===== config.mk =====
export PLATFORM = sky130hd
export DESIGN_NAME = ifu_fetch
export DESIGN_NICKNAME = d
export VERILOG_FILES = /design/src/rtl/ifu_fetch.sv
export SDC_FILE = /design/constraint.sdc
export NUM_CORES = 1
export LEC_CHECK = 0
export ABC_AREA = 1
export ABC_CLOCK_PERIOD_IN_PS = 3300
export BUFFER_PORTS_ARGS = -buffer_cell sky130_fd_sc_hd__buf_2
export CORE_ASPECT_RATIO = 0.7
export CORE_MARGIN = 3
export CORE_UTILIZATION = 50
export CTS_CLUSTER_SIZE = 8
export DETAILED_ROUTE_END_ITERATION = 16
export GPL_ROUTABILITY_DRIVEN = 0
export MAX_ROUTING_LAYER = met4
export PLACE_DENSITY_LB_ADDON = 0.3
export SLEW_MARGIN = 20
export SYNTH_ARGS = -nofsm -noshare
export SYNTH_HDL_FRONTEND = slang
export SYNTH_SLANG_ARGS = --single-unit

===== constraint.sdc =====
create_clock -name clk -period 3.3 [get_ports clk]
set_clock_uncertainty 0.1 [all_clocks]
set_input_delay 0 -clock clk [delete_from_list [all_inputs] [get_ports clk]]
set_output_delay 0 -clock clk [all_outputs]
set_load 0.1 [all_outputs]

===== src/rtl/ifu_fetch.sv =====
// Instruction fetch unit: one outstanding imem request, registered instruction
// output to decode, PC redirects from branch/jump resolution take priority.
module ifu_fetch #(
  parameter logic [31:0] RESET_PC = 32'h8000_0000
) (
  input  logic        clk,
  input  logic        rst,
  output logic        imem_req_valid,
  input  logic        imem_req_ready,
  output logic [31:0] imem_req_addr,
  input  logic        imem_rsp_valid,
  input  logic [31:0] imem_rsp_data,
  output logic        inst_valid,
  input  logic        inst_ready,
  output logic [31:0] inst,
  output logic [31:0] inst_pc,
  input  logic        redirect_valid,
  input  logic [31:0] redirect_pc
);

  // state  | meaning
  // S_REQ  | presenting a fetch request at pc
  // S_WAIT | request accepted, waiting for the response (drop marks it stale)
  // S_HOLD | instruction presented to decode until accepted
  typedef enum logic [1:0] {S_REQ, S_WAIT, S_HOLD} state_t;

  localparam logic [31:0] NOP = 32'h0000_0013;

  state_t      state, state_nxt;
  logic [31:0] pc, pc_nxt;
  logic        drop, drop_nxt;
  logic        inst_valid_nxt;
  logic [31:0] inst_nxt, inst_pc_nxt;
  logic [31:0] redirect_aligned;

  assign redirect_aligned = redirect_pc & 32'hFFFF_FFFC;
  assign imem_req_valid   = (state == S_REQ);
  assign imem_req_addr    = pc;

  always_ff @(posedge clk or posedge rst) begin
    if (rst) begin
      state      <= S_REQ;
      pc         <= RESET_PC;
      drop       <= 1'b0;
      inst_valid <= 1'b0;
      inst       <= NOP;
      inst_pc    <= 32'h0;
    end else begin
      state      <= state_nxt;
      pc         <= pc_nxt;
      drop       <= drop_nxt;
      inst_valid <= inst_valid_nxt;
      inst       <= inst_nxt;
      inst_pc    <= inst_pc_nxt;
    end
  end

  always_comb begin
    state_nxt      = state;
    pc_nxt         = pc;
    drop_nxt       = drop;
    inst_valid_nxt = inst_valid;
    inst_nxt       = inst;
    inst_pc_nxt    = inst_pc;

    case (state)
      S_REQ: begin
        if (redirect_valid) begin
          pc_nxt = redirect_aligned;
          if (imem_req_ready) begin
            // the request just accepted carries the old pc; drop its response
            state_nxt = S_WAIT;
            drop_nxt  = 1'b1;
          end
        end else if (imem_req_ready) begin
          state_nxt = S_WAIT;
          drop_nxt  = 1'b0;
        end
      end

      S_WAIT: begin
        if (redirect_valid) begin
          pc_nxt = redirect_aligned;
          if (imem_rsp_valid) begin
            state_nxt = S_REQ;
            drop_nxt  = 1'b0;
          end else begin
            drop_nxt = 1'b1;
          end
        end else if (imem_rsp_valid) begin
          if (drop) begin
            state_nxt = S_REQ;
            drop_nxt  = 1'b0;
          end else begin
            state_nxt      = S_HOLD;
            inst_nxt       = imem_rsp_data;
            inst_pc_nxt    = pc;
            inst_valid_nxt = 1'b1;
            pc_nxt         = pc + 32'd4;
          end
        end
      end

      S_HOLD: begin
        if (redirect_valid) begin
          pc_nxt         = redirect_aligned;
          inst_valid_nxt = 1'b0;
          state_nxt      = S_REQ;
        end else if (inst_ready) begin
          inst_valid_nxt = 1'b0;
          state_nxt      = S_REQ;
        end
      end

      default: begin
        state_nxt = S_REQ;
      end
    endcase
  end

endmodule


# Word level (Yosys, flattened, before mapping)
# Index checks and enable logic that the tools add are counted.
[totals]
reg_bits = 100
inputBits = 70
out_inout_bits = 98
word_cells = 55
[classes]
addsub = 1
eq_ne = 10
n_mux = 26
bitwise = 2
reduce_logical = 10
[op_table]
columns = ["operator", "n"]
rows = [
  ["two-way mux 32 bit", 4],
  ["one-hot mux 32 bit (2 select lines)", 1],
  ["adder 32 x 3 -> 32 bit (second input constant)", 1],
  ["two-way mux 2 bit", 7],
  ["two-way mux 1 bit", 11],
  ["inequality test 3 bit (second input constant)", 3],
  ["AND reduction 4 bit", 2],
  ["inequality test 2 bit (second input constant)", 3],
  ["one-hot mux 2 bit (3 select lines)", 1],
  ["AND reduction 3 bit", 2],
  ["nonzero test 2 bit", 3],
  ["AND reduction 5 bit", 1],
  ["inequality test 2 x 1 -> 1 bit (second input constant)", 2],
  ["one-hot mux 1 bit (2 select lines)", 2],
  ["== test 2 x 1 -> 1 bit (second input constant)", 1],
  ["== test 2 bit (second input constant)", 1],
  ["logical NOT 2 bit", 1],
  ["inverter 1 bit", 2],
  ["OR reduction 2 bit", 1],
]

# Longest topological paths before layout
[depth]
ltp_word = 5
ltp_mapped = 12
ltp_nobuf = 11

# Least setup slack after synthesis
# OpenSTA, ideal clock, no wires.
[synth_timing]
path_type = "register to register"
startpoint = "register pc[3] (netlist: imem_req_addr[3])"
endpoint = "register pc[12] (netlist: imem_req_addr[12])"
setup_time_ns = 0.113
arrival_time_ns = 2.204
required_time_ns = 3.087
setup_slack_ns = 0.883
stages_incl_launch_ff = 11
path_buffers = 0
period_less_slack_ns = 2.417
cell_sequence = "dfrtp_1 -> ha_1 -> nand2_1 -> nor2_4 -> nand2_1 -> nor2_1 -> nand3_1 -> o21ai_0 -> nand2_1 -> nand2_1 -> inv_1"
[synth_via]
elab_chain_len = 5
[synth_rtl]
columns = ["item", "line", "rtl"]
rows = [
  ["from (decl)", "30", "logic [31:0] pc, pc_nxt;"],
  ["from (signal assigned)", "50", "pc <= pc_nxt;"],
  ["adder 32 x 3 -> 32 bit", "99", "pc_nxt = pc + 32'd4;"],
  ["two-way mux 32 bit", "91", "if (drop) begin"],
  ["two-way mux 32 bit", "90", "end else if (imem_rsp_valid) begin"],
  ["two-way mux 32 bit", "82", "if (redirect_valid) begin"],
  ["one-hot mux 32 bit (2 select lines)", "66", "case (state)"],
]
# No other way between the ends. The select of a mux whose other input is x is not followed.
# A chain may end at the register's enable or synchronous reset.

# Worst setup path in the final report
[layout_timing]
startpoint = "register state[0]"
endpoint = "register inst[31]"
[layout_via]
elab_chain_len = 2
[layout_rtl]
columns = ["item", "line", "rtl"]
rows = [
  ["from (decl)", "29", "state_t state, state_nxt;"],
  ["from (signal assigned)", "49", "state <= state_nxt;"],
  ["== test 2 x 1 -> 1 bit", "66", ""],
  ["AND reduction 4 bit (no line)", "--", ""],
  ["to (signal assigned)", "53", "inst <= inst_nxt;"],
  ["to (decl)", "15", "output logic [31:0] inst,"],
]
# No other way between the ends.

==> results_dict.tcl <==
set metrics [dict create \
    status "finished clean" \
    wl_met2_mm 6.71 \
    wl_mm 15.0 \
    final_common_cell "nand2_1" \
    postRouteAntennaNets 0 \
    yosysTopAreaCellShare_pct 47.3 \
    grt_pass1_vias 4647 \
    arrival_ns 2.34 \
    worstPathRequired_ns 3.43 \
    core_um2 9250 \
    synth_edf_count 0 \
    cts_sinks 96 \
    start_kind "flop" \
    hold_class "in2reg" \
    yosys_most_used_dff "dfrtp_1" \
    cp_top_family "buffers and inverters" \
    die_h_um 88.5 \
    synth-seq-cells 96 \
    routed.top_layer "met4" \
    rows 29 \
    worst_pin_slew_ns 0.877 \
    drv_cap 0 \
    ys_warn_count 0 \
    die-area_um2 11000 \
    drc_errors 0 \
    cts_tree "built" \
    clk_path_buf_depth 2 \
    die_w_um 124 \
    criticalPathCategory "reg2reg" \
    finalMaxSlewViolations 0 \
    post_cts_buffers 0 \
    async_flop_share_pct 100 \
    grt_first_pass_wirelength_mm 23.8 \
    synth_area_leader_cell "dfrtp_1" \
    syn_to_final_growth_pct 38.8 \
    yosysSeqAreaShare_pct 49.5 \
    rsz0062_at_grt "no" \
    cts.reportedPaths.clkPinSlew_ns 0.07 \
    root_buffer "clkbuf_16" \
    overflow 0 \
    hold_viol 0 \
    n_antenna_cell 0 \
    setup_viol 0 \
    fin_crit_sh_pct 66.9 \
    cts_resized 0 \
    slowest_delay_ns 0.73 \
    finalSetupTns_ns 0 \
    final_cell_mix "nand2_1 (171), buf_2 (161), dfrtp_1 (92)" \
    vias 4808 \
    grt_max_degree 74 \
    grt_usage_pct 29.0 \
    cts_max_level 3 \
    nNetsFinal 885 \
    syn_area_per_cell_um2 8.28 \
    via_per_inst 5.10 \
    max_freq_mhz 453 \
    dpl.hpwl_mm 10.0 \
    crit_chain "nand2_2 -> nor2_2 -> nand3_4 -> buf_4 -> mux2_2" \
    synth_area_um2 4870 \
    fin_crit_ns 2.21 \
    drt_iter0_drc 432 \
    postSynthCellCount 588 \
    m1WireLength_mm 6.59 \
    port_buffers 161 \
    drt-wirelength-per-cell_um 15.9 \
    antenna_found_initial 0 \
    slew_headroom_pct 41.5 \
    start_util_pct 52.6 \
    cp_slowest_cell "buf_4" \
    dr.pass1.iters 5 \
    critical_path_buf_inv_count 1 \
    layout-drive-gt1-share_pct 28.1 \
    ios 168 \
    insertion_delay_ns 0.35 \
    wl_met3_mm 1.42 \
    cp-end-kind "flop" \
    synthTopCellsByArea "dfrtp_1 (47%), nand2_1 (13%), nor2_1 (7.0%), mux2_4 (6.8%), o21ai_0 (5.8%)" \
    cts_buffers 9 \
    crit_path_max_fanout 73 \
    synth_cell_types 31 \
]
==> cell usage after synthesis, types with 6 or more instances <==
master    number
buf_2          6
nand2_1      171
o21ai_0       56
mux2_4        22
a21oi_1        6
clkbuf_1       9
inv_1         47
mux2_2        12
buf_4          6
dfrtp_1       92
nand3_1       35
nor2_1        91
==> area by class of cell <==
| class | instances | area (um2) |
|---|---|---|
| clock inverter | 5 | 63.8 |
| tap | 124 | 155 |
| clock buffer | 11 | 243 |
| sequential | 96 | 2410 |
| inverter | 47 | 178 |
| multi-input combinational | 422 | 2150 |
| fill | 700 | 2500 |
| timing repair buffer | 238 | 1560 |
==> state kept, by name (all words and copies together) (netlist names) <==
signal,cells
inst,32
imem_req_addr,30
inst_pc,30
state,2
drop,1
inst_valid,1
==> tightest hold or removal path: stages <==
cell     delay (ns)
buf_2          0.12
inv_1          0.08
nor2_2         0.06
nand3_4        0.16
a21oi_1        0.09
==> worst paths after layout <==
path	end	cells after the start	slack (ns)	start
min in group asynchronous	inst[5]	3	0.22	rst
worst max register to register	inst[31]	5	1.09	state[0]
worst min register to register	inst_pc[24]	2	0.38	inst_pc[24]
max in group asynchronous	imem_req_addr[31]	4	2.02	rst
worst max-delay path	inst[31]	5	1.09	state[0]
worst min-delay path	inst_valid	5	0.11	imem_rsp_valid
==> layer usage <==
layer  vias to the layer above  track usage (%)
met2                       242             45.4
met4                         0             8.15
li1                       2320                -
met5                         -                -
met3                        29             6.84
met1                      2217             38.3
==> what timing repair did <==
item / 4_1_cts / 5_1_grt
hold buffers: 70 / 0
hold endpoints to repair: 110 / 0
endpoints found under the setup margin: 0 / 0
==> cell families (layout without fill, tap and decap cells) <==
logic type | count (synthesis) | after routing | share of synthesized area, %
muxes | 34 | 34 | 9.56
buffers and inverters | 73 | 301 | 6.89
DFF | 96 | 96 | 49.5
AOI/OAI and AO/OA | 70 | 70 | 7.56
and+or+nand+nor | 308 | 308 | 25.3
adders and majority gates | 1 | 1 | 0.257
other | 1 | 4 | 0.0770
xor gates and xnor gates | 5 | 5 | 0.900
==> metrics by stage <==
step / std cells / util, % / instance area [um2] / hold WS [ns] / worst slack [ns]
2_1_floorplan: 591 / - / 4880 / 0.0477 / 0.701
3_3_place_gp: 857 / 62.1 / 5750 / 0.0475 / 1.19
3_5_place_dp: 857 / 62.1 / 5750 / 0.0581 / 1.15
4_1_cts: 943 / 73.0 / 6750 / 0.0650 / 1.14
5_1_grt: 943 / 73.0 / 6750 / 0.152 / 0.967
6_report: 943 / 73.0 / 6750 / 0.111 / 1.09
Power is left out: the tool's default activity adds up to more than one toggle a clock period on the data nets, which glitch-free logic cannot reach.
